==> config.mk <==
export PLATFORM = sky130hd
export DESIGN_NAME = piece_mover
export DESIGN_NICKNAME = d
export VERILOG_FILES = /design/src/rtl/piece_mover.sv
export SDC_FILE = /design/constraint.sdc
export NUM_CORES = 1
export LEC_CHECK = 0
export CORE_MARGIN = 2
export CORE_UTILIZATION = 43
export DETAILED_ROUTE_END_ITERATION = 12
export PLACE_DENSITY_LB_ADDON = 0.12
export SLEW_MARGIN = 20
export SYNTH_ARGS = -nofsm -noshare
export SYNTH_HDL_FRONTEND = slang
export SYNTH_SLANG_ARGS = --single-unit
export TNS_END_PERCENT = 50
==> constraint.sdc <==
create_clock -name clk -period 3.4 [get_ports clk]
set_clock_uncertainty 0.2 [all_clocks]
set_input_delay 0.51 -clock clk [delete_from_list [all_inputs] [get_ports clk]]
set_output_delay 0.51 -clock clk [all_outputs]
set_load 0.005 [all_outputs]
==> src/rtl/piece_mover.sv <==
// rtl/piece_mover.sv - falling piece position, gravity timer, edge-clamped moves and respawn
// Optional held-key auto-repeat is built when PIECE_MOVER_AUTO_REPEAT_EN is defined.
module piece_mover #(
  parameter int COLS       = 8,
  parameter int ROWS       = 8,
  parameter int FALL_DIV   = 12_500_000,
  parameter int REPEAT_DIV = 3_125_000
) (
  input  logic                    clk,
  input  logic                    rst_n,
  input  logic                    right,
  input  logic                    left,
  input  logic                    start,
  output logic [$clog2(ROWS)-1:0] row,
  output logic [$clog2(COLS)-1:0] col,
  output logic                    active,
  output logic                    moved,
  output logic                    landed
);
  localparam int RW = $clog2(ROWS);
  localparam int CW = $clog2(COLS);
  localparam int FW = $clog2(FALL_DIV);
  localparam logic [CW-1:0] SPAWN     = CW'(COLS / 2);
  localparam logic [CW-1:0] COL_MAX   = CW'(COLS - 1);
  localparam logic [RW-1:0] ROW_MAX   = RW'(ROWS - 1);
  localparam logic [FW-1:0] FALL_LAST = FW'(FALL_DIV - 1);

  if (FALL_DIV < 2 || REPEAT_DIV < 2) begin : g_bad_div
    $error("piece_mover: FALL_DIV and REPEAT_DIV must be >= 2");
  end

  typedef enum logic [1:0] {S_IDLE, S_FALL, S_LAND} state_t;

  state_t        r_state, w_state_nxt;
  logic [RW-1:0] r_row, w_row_nxt;
  logic [CW-1:0] r_col, w_col_nxt;
  logic [FW-1:0] r_fall_cnt, w_fall_cnt_nxt;
  logic          r_moved, w_moved_nxt;
  logic          r_landed, w_landed_nxt;
  logic          r_right_q, r_left_q;
  logic          w_tick, w_edge_right, w_edge_left, w_go_right, w_go_left;

  assign w_tick       = (r_state == S_FALL) && (r_fall_cnt == FALL_LAST);
  // An edge only counts as a move when the other direction is not also high.
  assign w_edge_right = right & ~r_right_q & ~left;
  assign w_edge_left  = left & ~r_left_q & ~right;

`ifdef PIECE_MOVER_AUTO_REPEAT_EN
  localparam int PW = $clog2(REPEAT_DIV);
  logic [PW-1:0] r_rep_cnt, w_rep_cnt_nxt;
  logic          w_rep_fire;

  always_comb begin
    w_rep_cnt_nxt = '0;
    w_rep_fire    = 1'b0;
    if (r_state == S_FALL && (right ^ left) && !(w_edge_right || w_edge_left)) begin
      if (r_rep_cnt == PW'(REPEAT_DIV - 1)) w_rep_fire = 1'b1;
      else                                  w_rep_cnt_nxt = r_rep_cnt + PW'(1);
    end
  end

  always_ff @(posedge clk or negedge rst_n) begin
    if (!rst_n) r_rep_cnt <= '0;
    else        r_rep_cnt <= w_rep_cnt_nxt;
  end

  assign w_go_right = w_edge_right | (w_rep_fire & right);
  assign w_go_left  = w_edge_left | (w_rep_fire & left);
`else
  assign w_go_right = w_edge_right;
  assign w_go_left  = w_edge_left;
`endif

  always_comb begin
    w_state_nxt    = r_state;
    w_row_nxt      = r_row;
    w_col_nxt      = r_col;
    w_fall_cnt_nxt = '0;
    w_moved_nxt    = 1'b0;
    w_landed_nxt   = 1'b0;
    case (r_state)
      S_IDLE: begin
        if (start) begin
          w_state_nxt = S_FALL;
          w_row_nxt   = '0;
          w_col_nxt   = SPAWN;
        end
      end
      S_FALL: begin
        w_fall_cnt_nxt = w_tick ? '0 : r_fall_cnt + FW'(1);
        if (w_go_right && r_col != COL_MAX) begin
          w_col_nxt   = r_col + CW'(1);
          w_moved_nxt = 1'b1;
        end else if (w_go_left && r_col != '0) begin
          w_col_nxt   = r_col - CW'(1);
          w_moved_nxt = 1'b1;
        end
        if (w_tick) begin
          if (r_row == ROW_MAX) begin
            w_state_nxt  = S_LAND;
            w_landed_nxt = 1'b1;
          end else begin
            w_row_nxt = r_row + RW'(1);
          end
        end
      end
      S_LAND: begin
        w_state_nxt = S_FALL;
        w_row_nxt   = '0;
        w_col_nxt   = SPAWN;
      end
      default: w_state_nxt = S_IDLE;
    endcase
  end

  always_ff @(posedge clk or negedge rst_n) begin
    if (!rst_n) begin
      r_state    <= S_IDLE;
      r_row      <= '0;
      r_col      <= SPAWN;
      r_fall_cnt <= '0;
      r_moved    <= 1'b0;
      r_landed   <= 1'b0;
      r_right_q  <= 1'b0;
      r_left_q   <= 1'b0;
    end else begin
      r_state    <= w_state_nxt;
      r_row      <= w_row_nxt;
      r_col      <= w_col_nxt;
      r_fall_cnt <= w_fall_cnt_nxt;
      r_moved    <= w_moved_nxt;
      r_landed   <= w_landed_nxt;
      r_right_q  <= right;
      r_left_q   <= left;
    end
  end

  assign row    = r_row;
  assign col    = r_col;
  assign active = (r_state != S_IDLE);
  assign moved  = r_moved;
  assign landed = r_landed;
endmodule
==> results of run 1 <==
==> per-stage QoR <==
| stage | instance area, sq um | setup WS [ns] | hold slack [ns] | power [uW] |
|---|---|---|---|---|
| after floorplan | 1750 | 1.31 | 0.0144 | 548 |
| after global placement | 1950 | 1.03 | 0.296 | 611 |
| after detailed placement | 1950 | 0.966 | 0.314 | 618 |
| after CTS | 2060 | 1.09 | 0.323 | 990 |
| after global routing | 2060 | 0.968 | 0.356 | 1030 |
| final | 2060 | 1.10 | 0.326 | 973 |
==> worst max path at each step <==
| stage | from | to | slack [ns] | cells past startpoint |
|---|---|---|---|---|
| floorplan | r_fall_cnt[0] | r_fall_cnt[16] | 1.31 | 6 |
| finish | r_fall_cnt[0] | r_fall_cnt[18] | 1.10 | 5 |
| global placement | left | col[2] | 1.03 | 8 |
| CTS | r_fall_cnt[0] | r_fall_cnt[18] | 1.09 | 5 |
| detailed placement | left | col[2] | 0.97 | 8 |
| global route | r_fall_cnt[0] | r_fall_cnt[16] | 0.97 | 5 |
==> where the power goes <==
| group | switching [uW] | total [uW] | leakage [uW] | internal, uW |
|---|---|---|---|---|
| Sequential | 24.2 | 478 | 0.000465 | 454 |
| Combinational | 55.6 | 129 | 0.000346 | 73.7 |
| Clock | 148 | 366 | 0.0000552 | 218 |
==> placed cells by master, fill, tap and decap left out, types with 2 or more instances in the layout <==
master and n:
nor2_1 27, a22o_1 2, mux2i_1 2, clkdlybuf4s50_1 13, ha_1 3, dfrtp_1 35
clkbuf_8 5, xor2_1 8, inv_1 6, buf_4 2, o21ai_0 4, nor3_1 4
a21oi_1 4, nand4_1 6, nand3_1 12, and3_1 3, nor4b_1 2, or2_2 3
nor4_1 6, and4_1 2, or3_1 3, nand2_1 12, xnor2_1 13
==> cell families (layout without fill, tap and decap cells) <==
group                      count (synthesis)  after routing  share of synthesized area [%]
AOI/OAI and AO/OA                         14             14                           5.57
xor gates and xnor gates                  21             21                           10.5
adders and majority gates                  4              4                           3.28
buffers and inverters                      9             29                           2.00
DFF                                       36             36                           51.5
muxes                                      2              2                           1.14
and+or+nand+nor                           87             87                           26.1
==> critical path, delay by kind of cell, from the launching register on <==
family	cells	cell delay (ns)
AO/OA/AOI/OAI	1	0.16
AND/OR/NAND/NOR	3	1.20
flip-flops	1	0.41
adder cells (fa/ha/maj)	1	0.26
==> metal layers <==
layer | global-route usage [%] | up-vias | routed length, um
met5 | 0 | - | 0
met4 | 7.00 | 0 | 66
met3 | 5.43 | 7 | 157
met2 | 27.2 | 23 | 1540
met1 | 21.6 | 629 | 1510
li1 | - | 633 | -
==> registers in the layout, summed over array words and instances (netlist names) <==
name / flops
moved: 1
r_left_q: 1
r_fall_cnt: 24
r_right_q: 1
col: 3
r_state: 2
landed: 1
row: 3
==> cell type report <==
| cell class | instances | share of cell area (%) |
|---|---|---|
| clock inverters | 2 | 1.70 |
| well taps | 50 | 3.04 |
| multi-input cells | 128 | 39.7 |
| inverters | 6 | 1.10 |
| repair buffers | 15 | 7.06 |
| clock buffers | 6 | 3.53 |
| flip-flops and latches | 36 | 43.9 |
==> results.md, run 1 <==
- Lkg Pwr: 0.000866 uW
- Initial Util: about 44%
- Total GRT Usage: between 15 and 20%
- Top-count cell post-synth: dfrtp_1
- Hold/Removal Path Class: flip-flop to flip-flop
- Cell taking the most area after synthesis: dfrtp_1
- Synth cell types: 35
- DRT iter0 DRCs: 90
- H-tree levels: 2
- Crit Path Max Fanout: 7
- Fin util: about 52%
- Register area share after synthesis: between 50% and 60%
- P&R area growth vs syn: 17.3%
- Top FF cell, synth: dfrtp_1
- Worst EP required: 3.41 ns
- # hold bufs at CTS: 0
- Hold path depth: 1
- CP max-delay cell: or4_1
- TritonCTS clock tree: yes
- Multi-input logic area: 816 sq um
- Routed len/inst: approximately 13 um
- CTS root buffer: clkbuf_8
- Max VDD drop: 210 uV
- Mean Syn Cell Area: a little over 10 sq um
- Worst r2r dst: r_fall_cnt[18]
- Worst path max stage delay: between 0.6 and 0.7 ns
- Die width: 67.9 um
- Synth cell count leaders: 35 x dfrtp_1, 27 x nor2_1, 13 x xnor2_1
- Routed vias/inst: ~5.3
- Worst-Skew Late Latency: between 0.2 and 0.3 ns
- # rows: 23
- Rel. slew slack: between 60% and 70%
- Post-route clock period utilization: between 60% and 70%
- Slew Viols, Final: 0
- Final Hold Vio Count: 0
- Largest net degree at the start of global routing: 37
- Reg2reg start: r_fall_cnt[0]
- GPL Wtd Cong: 0.766
- Final number of setup-violating endpoints: 0
- Final non-filler cell total: 243
- Post-synth EDFFs: 0
- Post-route setup TNS: 0 ns
- CTS clock-pin slew for the worst setup and hold paths: ~0.07 ns
- Initial antenna violation count: 0
- CP Class: flip-flop to flip-flop
- Startpoint of the worst hold path: r_fall_cnt[0]
- DP Wirelength: between 2000 and 2500 um
- Final ANT Viol Nets: 0
- CP Capture Type: flip-flop
- Clock sink count: 36
- Unrepaired setup endpoints after global routing: no
- Share of post-route cells with drive strength above 1: a little under a tenth
- First-pass DRT Iterations: 4
- Gr ovfl total: 0
- Filler instances: 369
- Synth Instances: 173
- Async set or reset register ratio after synthesis: 100%
- Die Y: around 68 um
- Path depth of the worst reg2reg path: 5
- Max Fclk: between 0.4 and 0.5 GHz
- Post-Route WL: 3280 um
- # DRC: 0
- Warnings from Yosys: 0
- Clock Path Buffers: 2
- Min Tclk post-route: roughly 2.3 ns
- Global-route wire length before repair: approximately 6000 um
- Max cap viols: 0
- IO buf count: 13
- Worst-margin pin slew: around 0.51 ns
- Mapped cell area: roughly 0.0018 sq mm
- Cells after DPL: ~240
- CP cell instances: ha_1 -> nand4_1 -> or4_1 -> or3_1 -> a21oi_1
- I/O pins: 14
- Vias in the first global route: between 1,000 and 1,500
- Vias: roughly 1,300
- Pwr dens: roughly 470 mW/mm^2
- Synth top area share: around half
- Core area: 0.00397 sq mm
- N_diodes: 0
- Num CTS Buffers: 5
- Status: complete, no violations
- CP arrival: about 2.3 ns
- Ranking of synthesized cells by area: dfrtp_1 50%, xnor2_1 6.5%, nor2_1 5.8%, xor2_1 4.0%, nand3_1 3.4%
- Post-synthesis register bit count: 36
- Crit start category: flip-flop
- Syn Nets: ~180
- Register area: 902 sq um
- PostCTS Resize Cnt: 0
- Min-Delay Endpoint: r_fall_cnt[0]
- Area of the die: ~0.0046 sq mm
- Post-CTS setup buffers: 0
- R2r setup slk: 1.10 ns
- Nets: roughly 200
Note: power is estimated with default switching activity, not from simulation.
==> inputs of run 2 (changes only) <==
==> constraint.sdc (replaced) <==
create_clock -name clk -period 2 [get_ports clk]
set_clock_uncertainty 0.2 [all_clocks]
set_input_delay 0.3 -clock clk [delete_from_list [all_inputs] [get_ports clk]]
set_output_delay 0.3 -clock clk [all_outputs]
set_load 0.005 [all_outputs]
==> results.md, run 2 (same netlist as run 1, synthesis figures left out) <==
- Unrepaired setup endpoints after global routing: yes
- H-tree levels: 2
- CP Class: flip-flop to flip-flop
- P&R area growth vs syn: 29.1%
- Max Fclk: approximately 0.51 GHz
- Routed len/inst: ~14 um
- GRT met3 Usage: 5.43%
- Max cap viols: 0
- Met2 usage: approximately 32%
- Worst-Skew Late Latency: ~0.29 ns
- Worst-margin pin slew: roughly 0.45 ns
- Vias in the first global route: between 1,000 and 1,500
- # rows: 23
- Max reg flops: 24
- Cells after DPL: approximately 260
- TritonCTS clock tree: yes
- Clock Path Buffers: 2
- Final Hold Vio Count: 0
- DRT iter0 DRCs: 37
- Final instance area: approximately 0.0023 sq mm
- IO buf count: 13
- Min Tclk post-route: ~2.0 ns
- Post-route clock period utilization: 98.0%
- Initial Util: around 44%
- Total power: approximately 1600 uW
- First-pass DRT Iterations: 4
- Num CTS Buffers: 5
- GPL Wtd Cong: roughly 0.8
- Routed vias/inst: 5.11
- # DRC: 0
- Final ANT Viol Nets: 0
- Placed inst area: 0.00210 sq mm
- CTS root buffer: clkbuf_8
- Largest net degree at the start of global routing: 37
- Status: complete, no violations
- CP Capture Type: flip-flop
- Hold/Removal Path Class: input pin to async pin
- Max VDD drop: between 300 and 400 uV
- Post-route setup TNS: 0 ns
- Pwr dens: between 700 and 800 mW/mm^2
- DP Wirelength: ~2600 um
- Share of post-route cells with drive strength above 1: a little under a quarter
- I/O pins: 14
- Clock sink count: 36
- Die width: roughly 68 um
- Die Y: roughly 68 um
- Commonest cells after routing, fill and taps aside: 35 x dfrtp_1, 27 x nor2_1, 25 x buf_4
- Core area: 0.00397 sq mm
- Global-route wire length before repair: between 6000 and 7000 um
- Gr busiest metal: met2
- Final non-filler cell total: 267
- Area of the die: between 0.004 and 0.005 sq mm
- Crit start category: flip-flop
- Post-Route WL: ~3600 um
- N_diodes: 0
- Most flops, register: r_fall_cnt
- Grt met1 use: 22.1%
- Filler instances: 340
- Gr ovfl total: 0
- Initial antenna violation count: 0
- Vias: roughly 1,400
- Lkg Pwr: approximately 0.00098 uW
- Most common cell after layout, fill and taps aside: dfrtp_1
- Total GRT Usage: ~18%
- CTS clock-pin slew for the worst setup and hold paths: 0.07 ns
- Crit Path Max Fanout: 5
- Rel. slew slack: 70.0%
- Fin util: roughly 57%
- CP arrival: around 2.0 ns
- Slew Viols, Final: 0
- # hold bufs at CTS: 0
- Worst EP required: between 2 and 2.5 ns
- Final number of setup-violating endpoints: 0
- Nets: 225
-- run 2: timing repair --
action	4_1_cts	5_1_grt
setup buffers	1	3
setup endpoints to repair	5	22
pin swaps	2	3
resized for setup	1	11
-- run 2: layer usage --
layer  vias to the layer above  wire (um)
met5                         -          0
met4                         0         43
met3                         5        142
met2                        31       1830
met1                       648       1600
li1                        681          -
-- run 2: report_power, final --
part	internal (uW)	total, uW	switching (uW)
Combinational	138	241	103
Clock	275	534	259
Sequential	771	811	39.6
Total	1180	1590	402
-- run 2: final cells by class --
cell class / count / area [sq um] / share of cell area [%]
multi-input combinational: 128 / 855 / 37.8
clock buffer: 6 / 82.6 / 3.65
inverter: 6 / 22.5 / 0.995
tap: 50 / 62.6 / 2.76
clock inverter: 2 / 10.0 / 0.442
timing repair buffer: 39 / 329 / 14.5
sequential: 36 / 902 / 39.9
-- run 2: final timing paths --
kind / from / to / slack [ns] / cells past startpoint
worst max register to register: r_fall_cnt[0] / r_fall_cnt[18] / 0.04 / 5
min in group clk: row[0] / row[0] / 0.33 / 1
max in group asynchronous: rst_n / col[2] / 1.03 / 2
worst min register to register: row[0] / row[0] / 0.33 / 1
worst max-delay path: r_fall_cnt[0] / r_fall_cnt[18] / 0.04 / 5
worst min-delay path: rst_n / r_fall_cnt[6] / 0.23 / 2
-- run 2: through the flow --
| stage | hold WS, ns | setup WS, ns |
|---|---|---|
| after floorplan | -0.196 | -0.0679 |
| after global placement | 0.306 | -0.0337 |
| after detailed placement | 0.317 | -0.120 |
| after CTS | 0.245 | -0.00100 |
| after global routing | 0.285 | -0.0509 |
| final | 0.235 | 0.0406 |
-- run 2: critical path, stage by stage, from the launching register on --
cell	delay [ns]
dfrtp_1	0.36
ha_2	0.19
nand4_1	0.10
or4_4	0.54
or3_4	0.39
a21oi_2	0.11
==> inputs of run 3 (changes only) <==
--- a/config.mk
+++ b/config.mk
@@ -5,7 +5,7 @@
 export SDC_FILE = /design/constraint.sdc
 export NUM_CORES = 1
 export LEC_CHECK = 0
-export CORE_MARGIN = 2
+export CORE_MARGIN = 3
 export CORE_UTILIZATION = 43
 export DETAILED_ROUTE_END_ITERATION = 12
 export PLACE_DENSITY_LB_ADDON = 0.12
==> constraint.sdc (replaced) <==
create_clock -name clk -period 2 [get_ports clk]
set_clock_uncertainty 0.2 [all_clocks]
set_input_delay 0.6 -clock clk [delete_from_list [all_inputs] [get_ports clk]]
set_output_delay 0.6 -clock clk [all_outputs]
set_load 0.005 [all_outputs]
==> results.md, run 3 (same netlist as run 1, synthesis figures left out) <==
- Status: finished, violations left
- Failing checks: negative setup slack
- Share of post-route cells with drive strength above 1: between 20 and 30%
- DRT iter0 DRCs: 55
- Seq pwr share: between 50% and 60%
- Post-route clock period utilization: 101%
- GPL Wtd Cong: between 0.8 and 0.9
- Unrepaired setup endpoints after global routing: yes
- Switching part of the total: about a quarter
- Core area: approximately 0.0038 sq mm
- Num CTS Buffers: 5
- Cells after DPL: 254
- Most flops, register: r_fall_cnt
- Vias in the first global route: roughly 1,500
- Clock power frac: between 30% and 40%
- Filler instances: approximately 320
- Final Hold Vio Count: 0
- Gr ovfl total: 0
- Die Y: 69.9 um
- CTS root buffer: clkbuf_8
- Max VDD drop: roughly 400 uV
- GRT met3 Usage: approximately 3.9%
- Area of the die: around 0.005 sq mm
- Final non-filler cell total: about 270
- Initial Util: a little under half
- R2r setup slk: -0.02 ns
- Clock sink count: 36
- Lkg Pwr: about 0.0011 uW
- P&R area growth vs syn: 32.4%
- Min Tclk post-route: 2.02 ns
- CP Capture Type: flip-flop
- Nets: around 230
- Die width: 69.9 um
- Global-route wire length before repair: ~6700 um
- Crit Path Max Fanout: 6
- Combinational Power Share: 16.6%
- Multi-input logic area: ~880 sq um
- Final ANT Viol Nets: 0
- Gr busiest metal: met2
- Cell Int Power: 1190 uW
- Fin util: approximately three fifths
- Routed len/inst: roughly 14 um
- Register area: around 900 sq um
- Most common cell after layout, fill and taps aside: dfrtp_1
- Max Fclk: 0.495 GHz
- Total GRT Usage: between 15 and 20%
- Final worst slack: -0.0209 ns
- Final number of setup-violating endpoints: 4
- H-tree levels: 2
- Worst-margin pin slew: 0.368 ns
- Crit start category: flip-flop
- Max reg flops: 24
- Vias: between 1,000 and 1,500
- Worst hold slack: slightly above 0.3 ns
- CP arrival: just over 2 ns
- I/O pins: 14
- Initial antenna violation count: 0
- First-pass DRT Iterations: 4
- Met2 usage: between 20% and 30%
- Routed vias/inst: between 5 and 6
- Largest net degree at the start of global routing: 22
- Post-Route WL: approximately 3700 um
- IO buf count: 13
- Worst-Skew Late Latency: 0.29 ns
- Grt met1 use: between 20 and 25%
- N_diodes: 0
- P_sw: 400 uW
- Clock Path Buffers: 2
- Slew Viols, Final: 0
- TritonCTS clock tree: yes
- Commonest cells after routing, fill and taps aside: 35 x dfrtp_1, 27 x nor2_1, 27 x buf_4
- DP Wirelength: roughly 2800 um
- Max cap viols: 0
- # rows: 22
- CP Class: flip-flop to flip-flop
- Pwr dens: a little under 700 mW/mm^2
- Hold/Removal Path Class: input pin to flip-flop
- Worst EP required: approximately 2.0 ns
- CTS clock-pin slew for the worst setup and hold paths: about 0.07 ns
- Total power: about 1600 uW
- # DRC: 0
- Setup WS pre-CTS: -0.410 ns
- Rel. slew slack: 75.3%
## run 3: cell count changes in the layout (fill, tap and decap cells not counted), sizes merged
cell	delta
buf	+3
clkdlybuf4s15	+1
clkdlybuf4s50	-9
dlygate4sd2	+5
dlymetal6s2s	+3
## run 3: path summary, 6_finish.rpt
kind	startpoint	to	depth (start not counted)
max in group asynchronous	rst_n	r_fall_cnt[9]	2
min reg2reg	row[0]	row[0]	1
max reg2reg	r_fall_cnt[1]	r_fall_cnt[18]	5
min in group asynchronous	rst_n	r_fall_cnt[21]	2
max	r_fall_cnt[1]	r_fall_cnt[18]	5
min	right	r_right_q	1
## run 3: final cells by class
cell class | instances | share of cell area (%)
clock buffer | 6 | 3.56
clock inverter | 2 | 0.431
inverter | 6 | 0.970
multi-input combinational | 128 | 38.1
sequential | 36 | 38.9
tap | 48 | 2.59
timing repair buffer | 42 | 15.5
## run 3: timing repair
| item | in CTS | in global routing |
|---|---|---|
| hold buffers | 0 | 0 |
| setup buffers | 1 | 5 |
| pin swaps | 4 | 7 |
| setup endpoints to repair | 24 | 28 |
| resized for setup | 14 | 15 |
| cloned | 0 | 0 |
## run 3: layer usage
metal	wire [um]	vias to the layer above
met5	0	-
met4	36	0
met3	118	4
met2	1840	17
met1	1740	694
li1	-	692
## run 3: power by group through the flow
stage	combinational, uW	clock, uW	sequential (uW)
6_report	264	524	800
5_1_grt	299	578	804
4_1_cts	252	542	801
3_5_place_dp	247	0	824
3_3_place_gp	230	0	821
2_1_floorplan	112	0	820
## run 3: metrics by stage
stage               setup TNS, ns  instance area [sq um]
detailed placement          -1.46                   2110
CTS                             0                   2220
floorplan                  -0.535                   1760
finish                    -0.0324                   2320
global placement           -0.954                   2110
global route                -1.53                   2320
## run 3: critical path: stages (launching register included)
cell	delay, ns
dfrtp_1	0.36
ha_2	0.19
nand4_1	0.12
or4_4	0.60
or3_1	0.38
a21oi_2	0.12
